### src/rtl/circuit_a_sweep_ctrl.sv
// Sweeps CircuitA through all 16 input codes and presents each response on a valid/ready port.
// Optional feature macro: SWEEP_CHECKSUM_EN adds an 8-bit running checksum output of the responses.
module circuit_a_sweep_ctrl #(
  parameter int unsigned SETTLE_CYCLES = 2
) (
  input  logic       clk,
  input  logic       rst,
  input  logic       start,
  input  logic       abort,
  output logic [3:0] a_out,
  input  logic [3:0] b_in,
  output logic       res_valid,
  input  logic       res_ready,
  output logic [3:0] res_code,
  output logic [3:0] res_data,
  output logic       busy,
  output logic       done
`ifdef SWEEP_CHECKSUM_EN
  ,
  output logic [7:0] checksum
`endif
);

  typedef enum logic [1:0] {
    IDLE    = 2'd0,
    SETTLE  = 2'd1,
    PRESENT = 2'd2,
    DONE    = 2'd3
  } state_t;

  localparam logic [3:0] LP_SETTLE = 4'(SETTLE_CYCLES);

  state_t     r_state;
  state_t     w_nextState;
  logic [3:0] r_code;
  logic [3:0] r_settleCnt;
  logic [3:0] r_aOut;
  logic [3:0] r_resCode;
  logic [3:0] r_resData;

  logic       w_load;
  logic       w_capture;
  logic       w_accept;
  logic       w_settleDone;
  logic       w_lastCode;
  logic [3:0] w_codeNext;

  assign w_settleDone = (r_state == SETTLE) && (r_settleCnt == LP_SETTLE);
  assign w_lastCode   = (r_code == 4'hF);

  always_ff @(posedge clk) begin
    if (rst) begin
      r_state <= IDLE;
    end else begin
      r_state <= w_nextState;
    end
  end

  // abort takes precedence over both the settle timeout and a pending transfer
  always_comb begin
    w_nextState = r_state;
    w_load      = 1'b0;
    w_capture   = 1'b0;
    w_accept    = 1'b0;
    case (r_state)
      IDLE: begin
        if (start && !abort) begin
          w_nextState = SETTLE;
          w_load      = 1'b1;
        end
      end
      SETTLE: begin
        if (abort) begin
          w_nextState = IDLE;
        end else if (w_settleDone) begin
          w_nextState = PRESENT;
          w_capture   = 1'b1;
        end
      end
      PRESENT: begin
        if (abort) begin
          w_nextState = IDLE;
        end else if (res_ready) begin
          w_accept    = 1'b1;
          w_nextState = w_lastCode ? DONE : SETTLE;
        end
      end
      DONE: begin
        w_nextState = IDLE;
      end
      default: begin
        w_nextState = IDLE;
      end
    endcase
  end

  always_comb begin
    w_codeNext = r_code;
    if (w_load) begin
      w_codeNext = 4'd0;
    end else if (w_accept && !w_lastCode) begin
      w_codeNext = r_code + 4'd1;
    end
  end

  // Leaving IDLE starts the settle count at 0 so the first code settles one cycle longer,
  // giving CircuitA a full SETTLE_CYCLES after the sweep leaves its idle drive.
  always_ff @(posedge clk) begin
    if (rst) begin
      r_code      <= 4'd0;
      r_settleCnt <= 4'd0;
      r_aOut      <= 4'd0;
      r_resCode   <= 4'd0;
      r_resData   <= 4'd0;
    end else begin
      r_code <= w_codeNext;
      if (w_load) begin
        r_settleCnt <= 4'd0;
      end else if (w_accept && !w_lastCode) begin
        r_settleCnt <= 4'd1;
      end else if ((r_state == SETTLE) && !w_settleDone) begin
        r_settleCnt <= r_settleCnt + 4'd1;
      end
      if ((w_nextState == SETTLE) || (w_nextState == PRESENT)) begin
        r_aOut <= w_codeNext;
      end else begin
        r_aOut <= 4'd0;
      end
      if (w_capture) begin
        r_resCode <= r_code;
        r_resData <= b_in;
      end
    end
  end

`ifdef SWEEP_CHECKSUM_EN
  logic [7:0] r_checksum;

  always_ff @(posedge clk) begin
    if (rst) begin
      r_checksum <= 8'd0;
    end else if (w_load) begin
      r_checksum <= 8'd0;
    end else if (w_accept) begin
      r_checksum <= r_checksum + {4'd0, r_resData};
    end
  end

  assign checksum = r_checksum;
`endif

  assign a_out     = r_aOut;
  assign res_valid = (r_state == PRESENT);
  assign res_code  = r_resCode;
  assign res_data  = r_resData;
  assign busy      = (r_state != IDLE);
  assign done      = (r_state == DONE);

endmodule

### config.mk
export PLATFORM = sky130hd
export DESIGN_NAME = circuit_a_sweep_ctrl
export DESIGN_NICKNAME = d
export VERILOG_FILES = /design/src/rtl/circuit_a_sweep_ctrl.sv
export SDC_FILE = /design/constraint.sdc
export NUM_CORES = 1
export LEC_CHECK = 0
export BUFFER_PORTS_ARGS = -buffer_cell sky130_fd_sc_hd__buf_2
export CAP_MARGIN = 20
export CORE_MARGIN = 3
export CORE_UTILIZATION = 40
export CTS_CLUSTER_DIAMETER = 120
export CTS_CLUSTER_SIZE = 10
export DETAILED_ROUTE_END_ITERATION = 8
export PLACE_DENSITY_LB_ADDON = 0.05
export SLEW_MARGIN = 20
export SYNTH_ARGS = -nofsm -noshare
export SYNTH_HDL_FRONTEND = slang
export SYNTH_SLANG_ARGS = --single-unit
### constraint.sdc
create_clock -name clk -period 2 [get_ports clk]
set_input_delay 0.4 -clock clk [delete_from_list [all_inputs] [get_ports clk]]
set_output_delay 0.4 -clock clk [all_outputs]
set_load 0.02 [all_outputs]
==> After elaboration in Yosys (flattened, before gate mapping) <==
Cells that the tools add are included.
{ "op_classes": {"addsub": 2, "n_eq_ne": 7, "mux": 19, "bitwise": 1, "n_reduce_logical": 14} }
{ "ops": {"columns": ["cell", "count"], "rows": [
  ["2-bit two-way mux", 6],
  ["1-bit two-way mux", 10],
  ["4-bit by 1-bit adder with 4-bit output (second input constant)", 2],
  ["4-bit two-way mux", 2],
  ["2-bit case mux with 4 select lines", 1],
  ["2-bit equality test (second input constant)", 3],
  ["2-bit by 1-bit equality test with 1-bit output (second input constant)", 2],
  ["4-bit by 2-bit equality test with 1-bit output (second input constant)", 1],
  ["4-bit equality test (second input constant)", 1],
  ["1-bit logical AND", 4],
  ["2-bit nonzero test", 2],
  ["2-bit OR reduction", 2],
  ["1-bit zero test", 3],
  ["3-bit OR reduction", 1],
  ["2-bit zero test", 1],
  ["1-bit logical OR", 1],
  ["1-bit inverter", 1]
]} }
{ "totals": {"register_bits": 22, "out_inout_bits": 15, "elab_cells": 50} }

==> Logic depth before layout (Yosys ltp) <==
Gate-level depths: netlist (run 1).
{ "logic_depth": {"word_depth": 9, "mapped_depth": 7} }

==> Worst setup path before layout (run 1) <==
OpenSTA, ideal clock, no wires.
{ "synth_timing": {"kind": "register to register", "from": "register r_settleCnt[0]", "to": "register r_aOut[0], in the netlist a_out[0]", "setup_time_ns": 0.080, "arrival_ns": 1.360, "setup_slack_ns": 0.560, "path_stages_with_launch": 7, "path_buffers": 0, "synth_period_minus_slack_ns": 1.440, "path_cell_list": "dfxtp_1 inv_1 ha_1 nor3b_2 mux2i_1 o32a_1 a211oi_2"} }
{ "synth_between": {"elab_chain_len": 9, "word_cells_on_any_way": 10} }
{ "synth_lines": {"columns": ["item", "line", "rtl"], "rows": [
  ["from (decl)", "36", "logic [3:0] r_settleCnt;"],
  ["from (signal assigned)", "122", "r_settleCnt <= r_settleCnt + 4'd1;"],
  ["4-bit by 2-bit equality test with 1-bit output *", "48", "assign w_settleDone = (r_state == SETTLE) && (r_settleCnt == LP_SETTLE);"],
  ["1-bit logical AND *", "48", null],
  ["2-bit two-way mux *", "75", "end else if (w_settleDone) begin"],
  ["2-bit two-way mux *", "73", "if (abort) begin"],
  ["2-bit case mux with 4 select lines *", "65", "case (r_state)"],
  ["2-bit by 1-bit equality test with 1-bit output / 2-bit equality test (equally long branches)", "124", "if ((w_nextState == SETTLE) || (w_nextState == PRESENT)) begin"],
  ["1-bit logical OR *", "124", null],
  ["1-bit inverter (no line) *", null, null],
  ["2-bit OR reduction (no line) *", null, null],
  ["to (signal assigned)", "125", "r_aOut <= w_codeNext;"],
  ["to (decl)", "37", "logic [3:0] r_aOut;"]
]} }
Every way passes the cells marked *; elsewhere a longest branch is shown, timed or not.
A chain may end at the register's enable or synchronous reset.

==> Worst setup path after layout (run 1) <==
{ "layout_timing": {"from": "register r_settleCnt[0]", "to": "register r_aOut[3], in the netlist a_out[3]"} }
The elaborated chain is that of the path after synthesis.

==> impl_metrics.yaml, run 1 <==
run_status:
  outcome: "finished, final reports clean"
synthesis:
  synth_most_common_cell: "dfxtp_1"
  avgSynthCellArea_um2: 10.2
  synth-edff-count: 0
  async_flop_share_pct: 0
  ys.flop_type: "dfxtp_1"
  seq_area_frac_synth_pct: 43.7
  syn-num-nets: 111
  syn_area_um2: 1010
  ys_seq_elements: 22
  yosys-top-cells-area: "dfxtp_1, mux2i_1, a211oi_2, nor2_1, ha_1"
  synth_warnings: 0
  synth_cells: 99
  yosys.area.top_type: "dfxtp_1"
  ys_top_cells_by_count: "dfxtp_1, nor2_1, mux2i_1"
  synth_cell_types: 32
  synth_top_area_share_pct: 43.7
critical_path:
  arrival_ns: 1.87
  worstSetupPathType: "reg2reg"
  worstPathRequired_ns: 2.24
  cp_slowest_cell: "o32a_1"
  crit_fanout: 4
  path_cells: "inv_1 > ha_1 > nor3b_2 > mux2i_1 > o32a_1 > a211oi_2"
  start_kind: "register"
  critPathMaxStageDelay_ns: 0.39
  crit_path_end_kind: "register"
global_routing:
  grt_overflow_total: 0
  grt_pass1_vias: 689
  grt_pass1_wl_um: 3140
  grtUsageTotal_pct: 12.5
  grt_max_degree: 13
  antenna_found_initial: 0
layout:
  multi_input_area_um2: 527
  ff_latch_area_um2: 440
  nNetsFinal: 136
  fillCellCount: 231
  area_growth_pct: 16.3
  drive_gt1_share_pct: 30.9
  n_antenna_cell: 0
cts:
  cts-hold-fix-buffers: 0
  cts_tree: "yes"
  cts_sinks: 22
  cts_max_level: 1
  clock_tree.buffer_depth: 2
  insertion_delay_ns: 0.31
  numCtsBuffers: 3
  cts_resized: 0
  cts_setup_buffers: 0
  clk_pin_slew_ns: 0.12
  cts_root_buf: "clkbuf_4"
timing:
  fmax_mhz: 615
  slew_viol_final: 0
  period_minus_slack_ns: 1.63
  grt_setup_unrepaired: "false"
  period_share_pct: 81.4
  setup_slack_ns: 0.373
  fin_worst_skew_ns: 0.00473
  slew_headroom_pct: 75.9
  hold_violations: 0
  tightest_slew_ns: 0.361
  finalSetupViolCount: 0
  setup_tns_ns: 0
placed_design:
  place_ws_ns: 0.378
  hpwl_um: 1390
  place_congestion: 0.724
  port_buffers: 23
routing:
  wl_per_cell_um: 12.0
  viasPerCell: 4.93
  drc_errors: 0
  detail-route-antenna-nets: 0
  routed-via-count: 744
  drtIter0Drc: 22
  drt-total-wl_um: 1810
  drtPass1Iterations: 4
power_and_ir_drop:
  vdd_ir_drop_max_uv: 552
  p_total_mw: 0.751
  p_leak_nw: 0.569
  powerDensity_nw_per_um2: 641
job:
  maxCapViolCount: 0
floorplanning:
  ios: 24
  num_rows: 17
  die_w_um: 56.2
  initial_utilization_pct: 43.9
  coreArea_um2: 2300
  die_h_um: 56.2
  die-area_um2: 3160
worst_hold_path:
  min_path_type: "in2reg"
## critical path: cells and delay by family, from the launching register on
| kind | cells | cell delay [ns] |
|---|---|---|
| flip-flops | 1 | 0.37 |
| adder cells (fa/ha/maj) | 1 | 0.15 |
| AO/OA/AOI/OAI | 2 | 0.59 |
| AND/OR/NAND/NOR | 1 | 0.26 |
| buffers and inverters | 1 | 0.07 |
| multiplexers | 1 | 0.12 |
## layer usage
layer  part of all wire [%]  vias up  GRT usage, %  wire length, um
met1                     49      335          15.6              882
met5                      0        -             0                0
met2                     45       12          19.7              822
met4                    1.4        0          4.07               25
li1                       -      392             -                -
met3                    4.4        5          4.64               80
## per-stage QoR
stage | std cells | hold slack [ns] | area, um^2 | utilization (%)
after floorplan | 99 | 0.469 | 1010 | -
after global placement | 147 | 0.470 | 1140 | 49.5
after detailed placement | 147 | 0.483 | 1140 | 49.5
after CTS | 151 | 0.298 | 1170 | 51.0
after global routing | 151 | 0.308 | 1170 | 51.0
final | 151 | 0.314 | 1170 | 51.0
## state kept, by name, indices dropped and copies added (netlist names)
name	cells
r_settleCnt	4
r_code	4
res_data	4
r_state	2
a_out	4
res_code	4
## layout by cell type, fill, tap and decap left out, types with 2 or more instances in the layout
master,n
nand3_1,2
clkbuf_4,3
a211oi_2,5
dfxtp_1,22
and2b_1,2
ha_1,3
inv_1,3
nand4_1,3
mux2i_1,10
buf_2,23
xnor2_1,2
xor2_1,3
nor2_1,15
nand2_1,5
a21oi_1,4
## worst paths after layout
| path | startpoint | endpoint | slack (ns) | cells after the start |
|---|---|---|---|---|
| worst min register to register | res_data[3] | res_data[3] | 0.50 | 2 |
| worst max-delay path | r_settleCnt[0] | a_out[3] | 0.37 | 6 |
| worst min-delay path | b_in[0] | res_data[0] | 0.31 | 3 |
| worst max register to register | r_settleCnt[0] | a_out[3] | 0.37 | 6 |
## where the power goes
group          switching, mW  internal (mW)  leakage, nW
combinational         0.0328         0.0247        0.371
clock                  0.136          0.111       0.0210
sequential           0.00552          0.442        0.177
total                  0.174          0.578        0.569
## layout make-up
class | instances | area share [%]
clock buffer | 4 | 3.09
multi-input combinational | 70 | 44.9
timing repair buffer | 24 | 10.5
inverter | 3 | 0.961
sequential | 22 | 37.6
tap | 28 | 2.99
## cells by family after synthesis
group	share of synthesized area (%)
DFF	43.7
AOI/OAI and AO/OA	11.7
muxes	9.93
buffers and inverters	4.09
xor gates and xnor gates	4.34
adders and majority gates	3.72
and+or+nand+nor	22.6
(Power assumes the default switching activity.)
==> run 2, diff against run 1 <==
Clock period 2 ns to 1.65 ns, I/O delays scaled along.
==> run 2 against run 1 <==
Against the previous run: power rose by 23%; die area did not move; global-route usage rose by 0.38 points; clock power rose by 22%; via count rose by 4.0%; clock skew rose by 0.0047 ns; flip-flop and latch count did not move; utilization rose by 2.8 points; routed wire length rose by 4.1%; first-iteration DRC count fell by 73%; setup slack got worse by 0.32 ns; highest routed layer unchanged.
==> impl_metrics.yaml, run 2 (synthesis results as in run 1) <==
layout:
  fillCellCount: 216
  drive_gt1_share_pct: 36.5
  area_growth_pct: 22.6
  final_common_cell: "buf_2"
  nNetsFinal: 139
  layout_common_cells: "buf_2, dfxtp_1, nor2_1, mux2i_1"
  n_antenna_cell: 0
floorplanning:
  die-area_um2: 3160
  die_h_um: 56.2
  initial_utilization_pct: 43.9
  die_w_um: 56.2
  num_rows: 17
  ios: 24
  coreArea_um2: 2300
power_and_ir_drop:
  vdd_ir_drop_max_uv: 598
  p_leak_nw: 0.593
  powerDensity_nw_per_um2: 748
routing:
  wl_met3_um: 62
  top_layer_used: "met4"
  drtIter0Drc: 6
  routed-via-count: 774
  wl_met2_um: 898
  detail-route-antenna-nets: 0
  drc_errors: 0
  drtPass1Iterations: 3
  wl_per_cell_um: 12.2
  drt-total-wl_um: 1890
  drt-met1-wl_um: 900
  viasPerCell: 5.03
global_routing:
  grtUsageTotal_pct: 12.9
  grt_pass1_vias: 697
  grt_overflow_total: 0
  grt_pass1_wl_um: 3190
  grt_max_degree: 13
  antenna_found_initial: 0
timing:
  fin_worst_skew_ns: 0.00940
  hold_violations: 0
  period_share_pct: 96.9
  grt_setup_unrepaired: "true"
  hold_ws_ns: 0.244
  slew_viol_final: 0
  period_minus_slack_ns: 1.60
  finalSetupViolCount: 0
  slew_headroom_pct: 75.9
  fmax_mhz: 626
  tightest_slew_ns: 0.361
  setup_slack_ns: 0.0518
placed_design:
  place_congestion: 0.714
  place_ws_ns: 0.0183
  port_buffers: 23
  hpwl_um: 1400
cts:
  cts_tree: "yes"
  cts_root_buf: "clkbuf_4"
  clock_tree.buffer_depth: 2
  cts_max_level: 1
  clk_pin_slew_ns: 0.13
  cts_sinks: 22
  numCtsBuffers: 3
  insertion_delay_ns: 0.31
critical_path:
  start_kind: "register"
  rr_worst_depth: 6
  arrival_ns: 1.84
  rrSetupSlack_ns: 0.05
  worstSetupPathType: "reg2reg"
  crit_path_end_kind: "register"
  crit_fanout: 4
  rr_startpoint: "r_settleCnt[0]"
  r2r-end: "a_out[1]"
  worstPathRequired_ns: 1.89
worst_hold_path:
  hp-start: "b_in[0]"
  min_path_type: "in2reg"
  hold_depth: 3
  holdPathEnd: "res_data[0]"
job:
  maxCapViolCount: 0
run_status:
  outcome: "finished, final reports clean"
==> run 2: cell types whose count changed in the layout (fill, tap and decap cells not counted), sizes merged <==
cell,change
buf,+3
==> run 2: area by class of cell <==
cell class | count | area [um^2] | share of cell area [%]
Multi-Input combinational cell | 70 | 551 | 44.5
Tap cell | 28 | 35.0 | 2.83
Sequential cell | 22 | 445 | 36.0
Timing Repair Buffer | 27 | 158 | 12.8
Inverter | 3 | 11.3 | 0.911
Clock buffer | 4 | 36.3 | 2.94
==> run 2: timing repair <==
action,4_1_cts,5_1_grt
pin swaps,0,3
hold buffers,0,0
setup endpoints to repair,1,4
resized for setup,2,6
setup buffers,0,3
==> run 2: worst max path at each step <==
stage	startpoint	endpoint	slack, ns
2_1_floorplan	r_settleCnt[0]	a_out[0]	0.21
3_3_place_gp	r_settleCnt[0]	a_out[1]	0.08
3_5_place_dp	r_settleCnt[0]	a_out[1]	0.02
4_1_cts	r_settleCnt[0]	a_out[1]	0.008
5_1_grt	r_settleCnt[0]	a_out[1]	-0.03
6_report	r_settleCnt[0]	a_out[1]	0.05
==> run 2: routing by layer <==
| layer | vias up | track usage [%] |
|---|---|---|
| met3 | 4 | 3.02 |
| met1 | 354 | 16.8 |
| met5 | - | 0 |
| li1 | 405 | - |
| met4 | 0 | 6.10 |
| met2 | 11 | 19.9 |
==> run 2: where the power goes <==
group / leakage, nW / total [mW] / internal (mW) / switching (mW)
combinational: 0.393 / 0.0803 / 0.0379 / 0.0424
clock: 0.0210 / 0.302 / 0.135 / 0.167
sequential: 0.179 / 0.543 / 0.535 / 0.00764
total: 0.593 / 0.925 / 0.708 / 0.217
==> run 2: worst max-delay path, stage by stage (launching register included) <==
cell and delay [ns]:
dfxtp_4 0.38, inv_2 0.06, ha_4 0.12, nor3b_4 0.20, mux2i_1 0.10, o32a_1 0.42
a211oi_2 0.26
==> run 2: through the flow <==
step / instances / area (um^2) / total power [mW] / TNS [ns] / util [%]
detailed placement: 147 / 1150 / 0.625 / 0 / 50.0
CTS: 151 / 1200 / 0.927 / 0 / 52.1
global route: 154 / 1240 / 0.963 / -0.0312 / 53.8
floorplan: 99 / 1010 / 0.606 / 0 / -
finish: 154 / 1240 / 0.925 / 0 / 53.8
global placement: 147 / 1150 / 0.623 / 0 / 50.0
==> run 3, diff against run 2 <==
Settings changed: CTS_BUF_LIST set to sky130_fd_sc_hd__clkbuf_8.
==> run 3 against run 2 <==
Against the previous run: sequential share of layout area fell by 0.54 points; count of clock-buffer cells in the layout did not move; clock power rose by 25%; sequential power barely moved; via count fell by 1.3%; routed wire length fell by 0.80%; final area rose by 1.5%; register-to-register slack barely moved; hold slack improved by 0.060 ns; die area did not move.
==> impl_metrics.yaml, run 3 (synthesis results as in run 1) <==
layout:
  final_common_cell: "buf_2"
  multi_input_area_um2: 551
  ff_latch_area_um2: 445
  drive_gt1_share_pct: 36.5
  final_cells: 154
  area_growth_pct: 24.4
  nNetsFinal: 139
  layout_common_cells: "buf_2, dfxtp_1, nor2_1, mux2i_1"
  n_antenna_cell: 0
  fillCellCount: 214
worst_hold_path:
  min_path_type: "in2reg"
global_routing:
  grt_pass1_vias: 701
  grt_overflow_total: 0
  grtUsageTotal_pct: 12.4
  grt_pass1_wl_um: 3140
  grtUsageMet2_pct: 20.2
  met3_usage_pct: 3.25
  grt_busiest_layer: "met2"
  use_met1_pct: 15.8
  antenna_found_initial: 0
  grt_max_degree: 13
timing:
  fin_worst_skew_ns: 0.00728
  fmax_mhz: 630
  hold_violations: 0
  slew_headroom_pct: 75.5
  grt_setup_unrepaired: "true"
  slew_viol_final: 0
  period_minus_slack_ns: 1.59
  finalSetupViolCount: 0
  setup_tns_ns: 0
  tightest_slew_ns: 0.367
  period_share_pct: 96.3
power_and_ir_drop:
  power.share.sequential_pct: 54.2
  switching_share_pct: 21.5
  internal_power_mw: 0.785
  p_switching_mw: 0.215
  p_comb_share_pct: 8.0
  vdd_ir_drop_max_uv: 663
  p_leak_nw: 0.601
  powerDensity_nw_per_um2: 797
  p_total_mw: 1.00
  p_clk_share_pct: 37.7
critical_path:
  crit_fanout: 4
  worstSetupPathType: "reg2reg"
  start_kind: "register"
  worstPathRequired_ns: 1.83
  arrival_ns: 1.77
  crit_path_end_kind: "register"
routing:
  viasPerCell: 4.96
  wl_per_cell_um: 12.1
  drtPass1Iterations: 2
  routed-via-count: 764
  detail-route-antenna-nets: 0
  drt-total-wl_um: 1870
  drtIter0Drc: 8
  drc_errors: 0
placed_design:
  hpwl_um: 1400
  port_buffers: 23
  dp.cells: 147
  place_congestion: 0.714
floorplanning:
  coreArea_um2: 2300
  num_rows: 17
  die_w_um: 56.2
  ios: 24
  initial_utilization_pct: 43.9
  die_h_um: 56.2
  die-area_um2: 3160
cts:
  cts_tree: "yes"
  cts_sinks: 22
  cts_root_buf: "clkbuf_8"
  insertion_delay_ns: 0.26
  clock_tree.buffer_depth: 2
  cts_max_level: 1
  clk_pin_slew_ns: 0.08
  numCtsBuffers: 3
job:
  maxCapViolCount: 0
run_status:
  outcome: "finished, final reports clean"
[run 3: layout make-up]
cell class              instances  area share (%)
flip-flops and latches         22            35.5
inverters                       3           0.897
multi-input cells              70            43.9
repair buffers                 27            12.6
well taps                      28            2.79
clock buffers                   4            4.39
[run 3: power groups by stage]
stage	clock network [mW]	logic (mW)	registers (mW)
finish	0.377	0.0804	0.542
global route	0.416	0.0906	0.543
CTS	0.393	0.0707	0.542
detailed placement	0	0.0706	0.554
global placement	0	0.0697	0.554
floorplan	0	0.0551	0.551
[run 3: final timing paths]
path	start	to	slack, ns	cells past startpoint
setup / recovery	r_settleCnt[0]	a_out[1]	0.06	6
hold / removal	b_in[0]	res_data[0]	0.30	3
setup reg to reg	r_settleCnt[0]	a_out[1]	0.06	6
hold reg to reg	res_data[0]	res_data[0]	0.49	2
[run 3: per-layer routing]
layer	wire length (um)	part of all wire [%]
met1	904	48
met2	894	48
met3	60	3.2
met4	12	0.64
met5	0	0
[run 3: through the flow]
stage	hold WS (ns)	util (%)	area (um^2)	worst slack, ns
after floorplan	0.469	-	1010	0.210
after global placement	0.469	50.0	1150	0.0777
after detailed placement	0.478	50.0	1150	0.0183
after CTS	0.299	52.4	1200	0.00285
after global routing	0.316	54.6	1250	-0.0187
final	0.305	54.6	1250	0.0615
[run 3: timing repair]
item,in CTS,in global routing
hold buffers,0,0
buffers inserted,0,3
resized for setup,0,8
endpoints found under the setup margin,0,4
[run 3: critical path, cell delays in order, from the launching register on]
cell      delay, ns
dfxtp_4        0.36
inv_2          0.06
ha_4           0.12
nor3b_4        0.20
mux2i_1        0.10
o32a_1         0.42
a211oi_2       0.26
